[config.mk]
export PLATFORM = sky130hd
export DESIGN_NAME = uart_rx
export DESIGN_NICKNAME = d
export VERILOG_FILES = /design/src/rtl/uart_pkg.sv /design/src/rtl/uart_baud_tick.sv /design/src/rtl/uart_rx.sv
export SDC_FILE = /design/constraint.sdc
export NUM_CORES = 1
export LEC_CHECK = 0
export ABC_AREA = 0
export CAP_MARGIN = 30
export CORE_ASPECT_RATIO = 0.7
export CORE_MARGIN = 2
export CORE_UTILIZATION = 25
export DETAILED_ROUTE_END_ITERATION = 10
export DONT_BUFFER_PORTS = 1
export HOLD_SLACK_MARGIN = 0.03
export SLEW_MARGIN = 5
export SYNTH_ARGS = -nofsm -noshare
export SYNTH_HDL_FRONTEND = slang
export SYNTH_SLANG_ARGS = --single-unit
[constraint.sdc]
create_clock -name clk -period 5.49 [get_ports clk]
set_clock_uncertainty 0.05 [all_clocks]
set_input_delay 0 -clock clk [delete_from_list [all_inputs] [get_ports clk]]
set_output_delay 0 -clock clk [all_outputs]
set_load 0.1 [all_outputs]
[src/rtl/uart_pkg.sv]
// rtl/uart_pkg.sv - shared UART types, widths and baud divider helper
package uart_pkg;

    localparam int UART_DATA_BITS  = 8;
    localparam int UART_OVERSAMPLE = 16;

    typedef enum logic [1:0] {
        IDLE,
        START,
        DATA,
        STOP
    } uart_state_t;

    // Clock cycles per oversample tick; truncates, so the tick runs slightly fast.
    function automatic int calc_div(input int clk_freq, input int baud, input int oversample);
        return clk_freq / (baud * oversample);
    endfunction

endpackage

[src/rtl/uart_baud_tick.sv]
// rtl/uart_baud_tick.sv - oversample tick generator, one-cycle tick every DIV clocks
module uart_baud_tick #(
    parameter int DIV = 651
) (
    input  logic clk,
    input  logic rst,
    input  logic clear,
    output logic tick
);

    localparam int            CW   = (DIV > 1) ? $clog2(DIV) : 1;
    localparam logic [CW-1:0] LAST = CW'(DIV - 1);

    logic [CW-1:0] r_count;

    // Held at zero while cleared, so the first tick lands DIV cycles after release.
    assign tick = ~clear & (r_count == LAST);

    always_ff @(posedge clk) begin
        if (rst || clear) begin
            r_count <= '0;
        end else if (r_count == LAST) begin
            r_count <= '0;
        end else begin
            r_count <= r_count + 1'b1;
        end
    end

endmodule

[src/rtl/uart_rx.sv]
// rtl/uart_rx.sv - 8N1 UART receiver, 16x oversampled, mid-bit sampling
module uart_rx
    import uart_pkg::*;
#(
    parameter int CLK_FREQ   = 100_000_000,
    parameter int BAUD       = 9600,
    parameter int OVERSAMPLE = UART_OVERSAMPLE
) (
    input  logic       clk,
    input  logic       rst,
    input  logic       rx,
    output logic [7:0] data,
    output logic       valid,
    output logic       frame_err,
    output logic       busy
);

    localparam int            DIV    = calc_div(CLK_FREQ, BAUD, OVERSAMPLE);
    localparam int            SW     = $clog2(OVERSAMPLE);
    localparam logic [SW-1:0] S_MID  = SW'(OVERSAMPLE / 2 - 1);
    localparam logic [SW-1:0] S_LAST = SW'(OVERSAMPLE - 1);
    localparam int            NW     = $clog2(UART_DATA_BITS);
    localparam logic [NW-1:0] N_LAST = NW'(UART_DATA_BITS - 1);

    logic        r_sync1;
    logic        r_sync2;
    logic        r_rx_prev;
    uart_state_t r_state;
    logic [SW-1:0] r_s;
    logic [NW-1:0] r_n;
    logic [7:0]  r_shreg;
    logic [7:0]  r_data;
    logic        r_valid;
    logic        r_frame_err;

    uart_state_t   w_state_nx;
    logic [SW-1:0] w_s_nx;
    logic [NW-1:0] w_n_nx;
    logic [7:0]    w_shreg_nx;
    logic [7:0]    w_data_nx;
    logic          w_valid_nx;
    logic          w_frame_err_nx;
    logic          w_fall;
    logic          w_tick;

    // Sync flops reset high so a line idling high never looks like a start edge.
    always_ff @(posedge clk) begin
        if (rst) begin
            r_sync1   <= 1'b1;
            r_sync2   <= 1'b1;
            r_rx_prev <= 1'b1;
        end else begin
            r_sync1   <= rx;
            r_sync2   <= r_sync1;
            r_rx_prev <= r_sync2;
        end
    end

    assign w_fall = r_rx_prev & ~r_sync2;

    uart_baud_tick #(
        .DIV (DIV)
    ) u_tick (
        .clk   (clk),
        .rst   (rst),
        .clear (r_state == IDLE),
        .tick  (w_tick)
    );

    always_ff @(posedge clk) begin
        if (rst) begin
            r_state     <= IDLE;
            r_s         <= '0;
            r_n         <= '0;
            r_shreg     <= '0;
            r_data      <= '0;
            r_valid     <= 1'b0;
            r_frame_err <= 1'b0;
        end else begin
            r_state     <= w_state_nx;
            r_s         <= w_s_nx;
            r_n         <= w_n_nx;
            r_shreg     <= w_shreg_nx;
            r_data      <= w_data_nx;
            r_valid     <= w_valid_nx;
            r_frame_err <= w_frame_err_nx;
        end
    end

    always_comb begin
        w_state_nx     = r_state;
        w_s_nx         = r_s;
        w_n_nx         = r_n;
        w_shreg_nx     = r_shreg;
        w_data_nx      = r_data;
        w_valid_nx     = 1'b0;
        w_frame_err_nx = 1'b0;
        case (r_state)
            IDLE: begin
                if (w_fall) begin
                    w_state_nx = START;
                    w_s_nx     = '0;
                    w_n_nx     = '0;
                end
            end
            START: begin
                if (w_tick) begin
                    if (r_s == S_MID) begin
                        // A start bit that is high again at mid-bit was a glitch.
                        w_state_nx = r_sync2 ? IDLE : DATA;
                        w_s_nx     = '0;
                    end else begin
                        w_s_nx = r_s + 1'b1;
                    end
                end
            end
            DATA: begin
                if (w_tick) begin
                    if (r_s == S_LAST) begin
                        w_shreg_nx = {r_sync2, r_shreg[7:1]};
                        w_s_nx     = '0;
                        if (r_n == N_LAST) begin
                            w_state_nx = STOP;
                        end else begin
                            w_n_nx = r_n + 1'b1;
                        end
                    end else begin
                        w_s_nx = r_s + 1'b1;
                    end
                end
            end
            STOP: begin
                if (w_tick) begin
                    if (r_s == S_LAST) begin
                        // Leaving mid stop bit lets a back-to-back start edge be caught.
                        w_state_nx = IDLE;
                        if (r_sync2) begin
                            w_data_nx  = r_shreg;
                            w_valid_nx = 1'b1;
                        end else begin
                            w_frame_err_nx = 1'b1;
                        end
                    end else begin
                        w_s_nx = r_s + 1'b1;
                    end
                end
            end
            default: w_state_nx = IDLE;
        endcase
    end

    assign data      = r_data;
    assign valid     = r_valid;
    assign frame_err = r_frame_err;
    assign busy      = (r_state != IDLE);

endmodule

==> metrics.md <==
| Metric | Value |
|---|---|
| Status | `finished, final reports clean` |
| GR Util met3 | `2.310%` |
| Wire per inst | `around 12 um` |
| Dpl ws | `3.136 ns` |
| Post-synthesis xor/xnor area fraction | `under 10%` |
| Layout Nets | `roughly 220` |
| Drt drc | `0` |
| Worst-path cell chain | `nor2_2 > inv_1 > nand3_1 > nor2_1` |
| Core box area | `between 7000 and 8000 um2` |
| Power per Cell Area | `between 200 and 300 nW/um2` |
| Critical-path top delay cell | `inv_1` |
| N_diodes | `0` |
| CP delay by family, top | `simple AND/OR/NAND/NOR gates` |
| Register area share after synthesis | `between 40% and 50%` |
| IO Pins | `14` |
| H-tree lvl count | `2` |
| Area grow syn2layout | `9.986%` |
| Remaining global-route overflow | `0` |
| CP Capture Type | `flop` |
| I/O Buffers | `0` |
| Slew @ Worst Pin | `around 1.0 ns` |
| Global-route wire length before repair | `between 6 and 7 mm` |
| Design area | `between 2000 and 2500 um2` |
| Number of buffers created by CTS | `5` |
| Mean post-synth cell area | `just under 9 um2` |
| RSZ-0062 raised after global routing | `no` |
| Final WS setup | `~3.1 ns` |
| Post-synthesis register bit count | `40` |
| Clk_lat worst skew | `about 0.29 ns` |
| Synth cell types | `46` |
| Final wirelength | `3.722 mm` |
| Worst EP required | `about 5.7 ns` |
| Top-area cell type share of the netlist area | `43.48%` |
| Leak pwr | `around 0.67 nW` |
| Inst Count DP | `just under 300` |
| Final Hold Viols | `0` |
| Sink Count | `40` |
| Mux share of post-synthesis cell area | `less than 1%` |
| Reg-to-Reg Start | `r_state[0]` |
| Storage cell area | `about 800 um2` |
| Number of max-cap violations | `0` |
| Top FF cell, synth | `dfxtp_1` |
| CTS tree | `built` |
| Rel. slew slack | `between 30% and 40%` |
| Fill count | `a little under 800` |
| Largest family of logic cells by synthesized area | `simple AND/OR/NAND/NOR gates` |
| Setup-failing EPs final | `0` |
| Initial DRT Pass Iterations | `4` |
| Crit path kind | `reg2reg` |
| CP Launch Type | `flop` |
| CP peak stage delay | `between 0.7 and 0.8 ns` |
| F_max | `about 420 MHz` |
| Dominant cells by area after synthesis | `dfxtp_1, nand3_1, a21oi_1, o21ai_1, ha_1` |
| Cell Rows | `26` |
| CTS Root Cell | `clkbuf_8` |
| EDFF count, synth | `0` |
| Vias | `1,453` |
| Share of cells above drive strength 1 | `a little under a tenth` |
| Final period utilization | `between 40% and 50%` |
| Final antenna-violating net count | `0` |
| Tot Pwr | `between 0.5 and 0.6 mW` |
| # Post-CTS Setup Buffers | `0` |
| Min-delay src | `rx` |
| Synth async-reset ratio | `0%` |
| Compound-Gate Fraction of Synth Area | `17.19%` |
| Met2 Usage GRT | `between 10% and 20%` |
| DRT iter0 DRCs | `85` |
| CP arrival | `between 2 and 3 ns` |
| Vias in the first global route | `about 1.3k` |
| Clk pin slew, worst setup/hold paths | `roughly 0.080 ns` |
| Cell Area, Placed | `1894 um2` |
| Adder-Cell Fraction of Synth Area | `under 10%` |
| Dpl hpwl | `between 2 and 3 mm` |
| Non-Filler Instances | `307` |
| Yosys warning count | `0` |
| Min Tclk post-route | `~2.4 ns` |
| Util after Layout | `~28%` |
| Die X-Extent | `~110 um` |
| WP buf/inv | `1` |
| CTS max path bufs | `2` |
| Die Area | `approximately 8000 um2` |
| Post-synthesis simple-gate area fraction | `26.36%` |
| Starting Density | `about a quarter` |
| Cell taking the most area after synthesis | `dfxtp_1` |
| Via-to-Cell Ratio | `between 4 and 5` |
| Largest net degree at the start of global routing | `31` |
| Final Max Tran Viols | `0` |
| Synth Net Count | `~220` |
| Die H | `75.81 um` |
| Worst-path maximum fanout | `14` |
| Initial antenna violation count | `0` |
| Cells after synthesis | `roughly 210` |
| Hold crit path type | `in2reg` |
| Setup TNS | `0 ns` |
| Multi-input logic area | `944.7 um2` |
| GRT met1 Usage | `around an eighth` |
| Synth Cell Area | `1842 um2` |
| Worst VDD drop | `101.3 uV` |
| CP Launch Point | `r_state[0]` |
| Total track usage | `under 10%` |
| Busiest grt layer | `met2` |
| Final GP Congestion | `0.7852` |
| Hold_ws | `roughly 0.31 ns` |
## timing repair
| item | in CTS | in global routing |
|---|---|---|
| endpoints found under the hold margin | 30 | 0 |
| hold buffers | 2 | 0 |
| gates resized for setup | 0 | 0 |
| endpoints found under the setup margin | 0 | 0 |
## synthesized netlist by cell type, types with 2 or more instances
cell type  number
a21oi_1        18
and3_1          5
and4_1          2
buf_2           5
buf_4           2
clkbuf_1        5
dfxtp_1        40
ha_1            5
inv_1           7
nand2_1         6
nand2b_1        2
nand3_1        30
nand4_1         6
nor2_1         12
nor2b_1         5
nor3_1          3
o211ai_1        4
o21ai_0         3
o21ai_1        14
o22ai_1         2
or2_2           3
or3b_1          2
xor2_1          7
## final timing paths
path	depth (start not counted)	to	slack (ns)
hold reg to reg	1	r_sync2	0.37
setup / recovery	4	u_tick.r_count[4]	3.13
hold / removal	2	r_sync1	0.31
setup reg to reg	4	u_tick.r_count[4]	3.13
## layout by cell type (no fill, tap or decap), types with 3 or more instances in the layout
cell type / instances
and3_1: 5
inv_1: 7
nor3_1: 3
nor2_1: 12
o211ai_1: 4
o21ai_1: 14
dfxtp_1: 40
a21oi_1: 18
ha_1: 5
nand2_1: 6
o21ai_0: 3
xor2_1: 7
nor2b_1: 5
nand3_1: 30
or2_2: 3
nand4_1: 6
clkbuf_8: 6
## sequential cells by signal, indices dropped and copies added, names as in the netlist, named ones only
signal and count:
u_tick.r_count 10, data 8, r_shreg 8, r_s 4
r_n 3, frame_err 1, r_rx_prev 1, r_state 1
r_sync1 1, r_sync2 1, valid 1
## power by group
group          leakage, nW  switching (mW)  internal [mW]
clock               0.0516           0.103          0.103
sequential           0.323         0.00253          0.291
combinational        0.291          0.0115        0.00552
total                0.666           0.117          0.400
## per-layer routing
metal | part of all wire (%) | wire length (um)
met5 | 0 | 0
met4 | 1.4 | 53
met3 | 3.3 | 122
met2 | 41 | 1532
met1 | 54 | 2015
## cell families after synthesis
kind of cell | Yosys count
simple gates | 85
compound gates | 52
flops | 40
buf+inv | 20
xor+xnor | 8
fa+ha+maj | 5
mux | 1
## layout make-up
cell class                      instances  share of cell area, %
Clock inverter                          2                 0.6794
Clock buffer                            6                  4.077
Inverter                                7                  1.297
Multi-Input combinational cell        151                  46.63
Sequential cell                        40                  39.53
Timing Repair Buffer                    3                  1.729
Tap cell                               98                  6.053
Power figures use the tool's default switching activity.
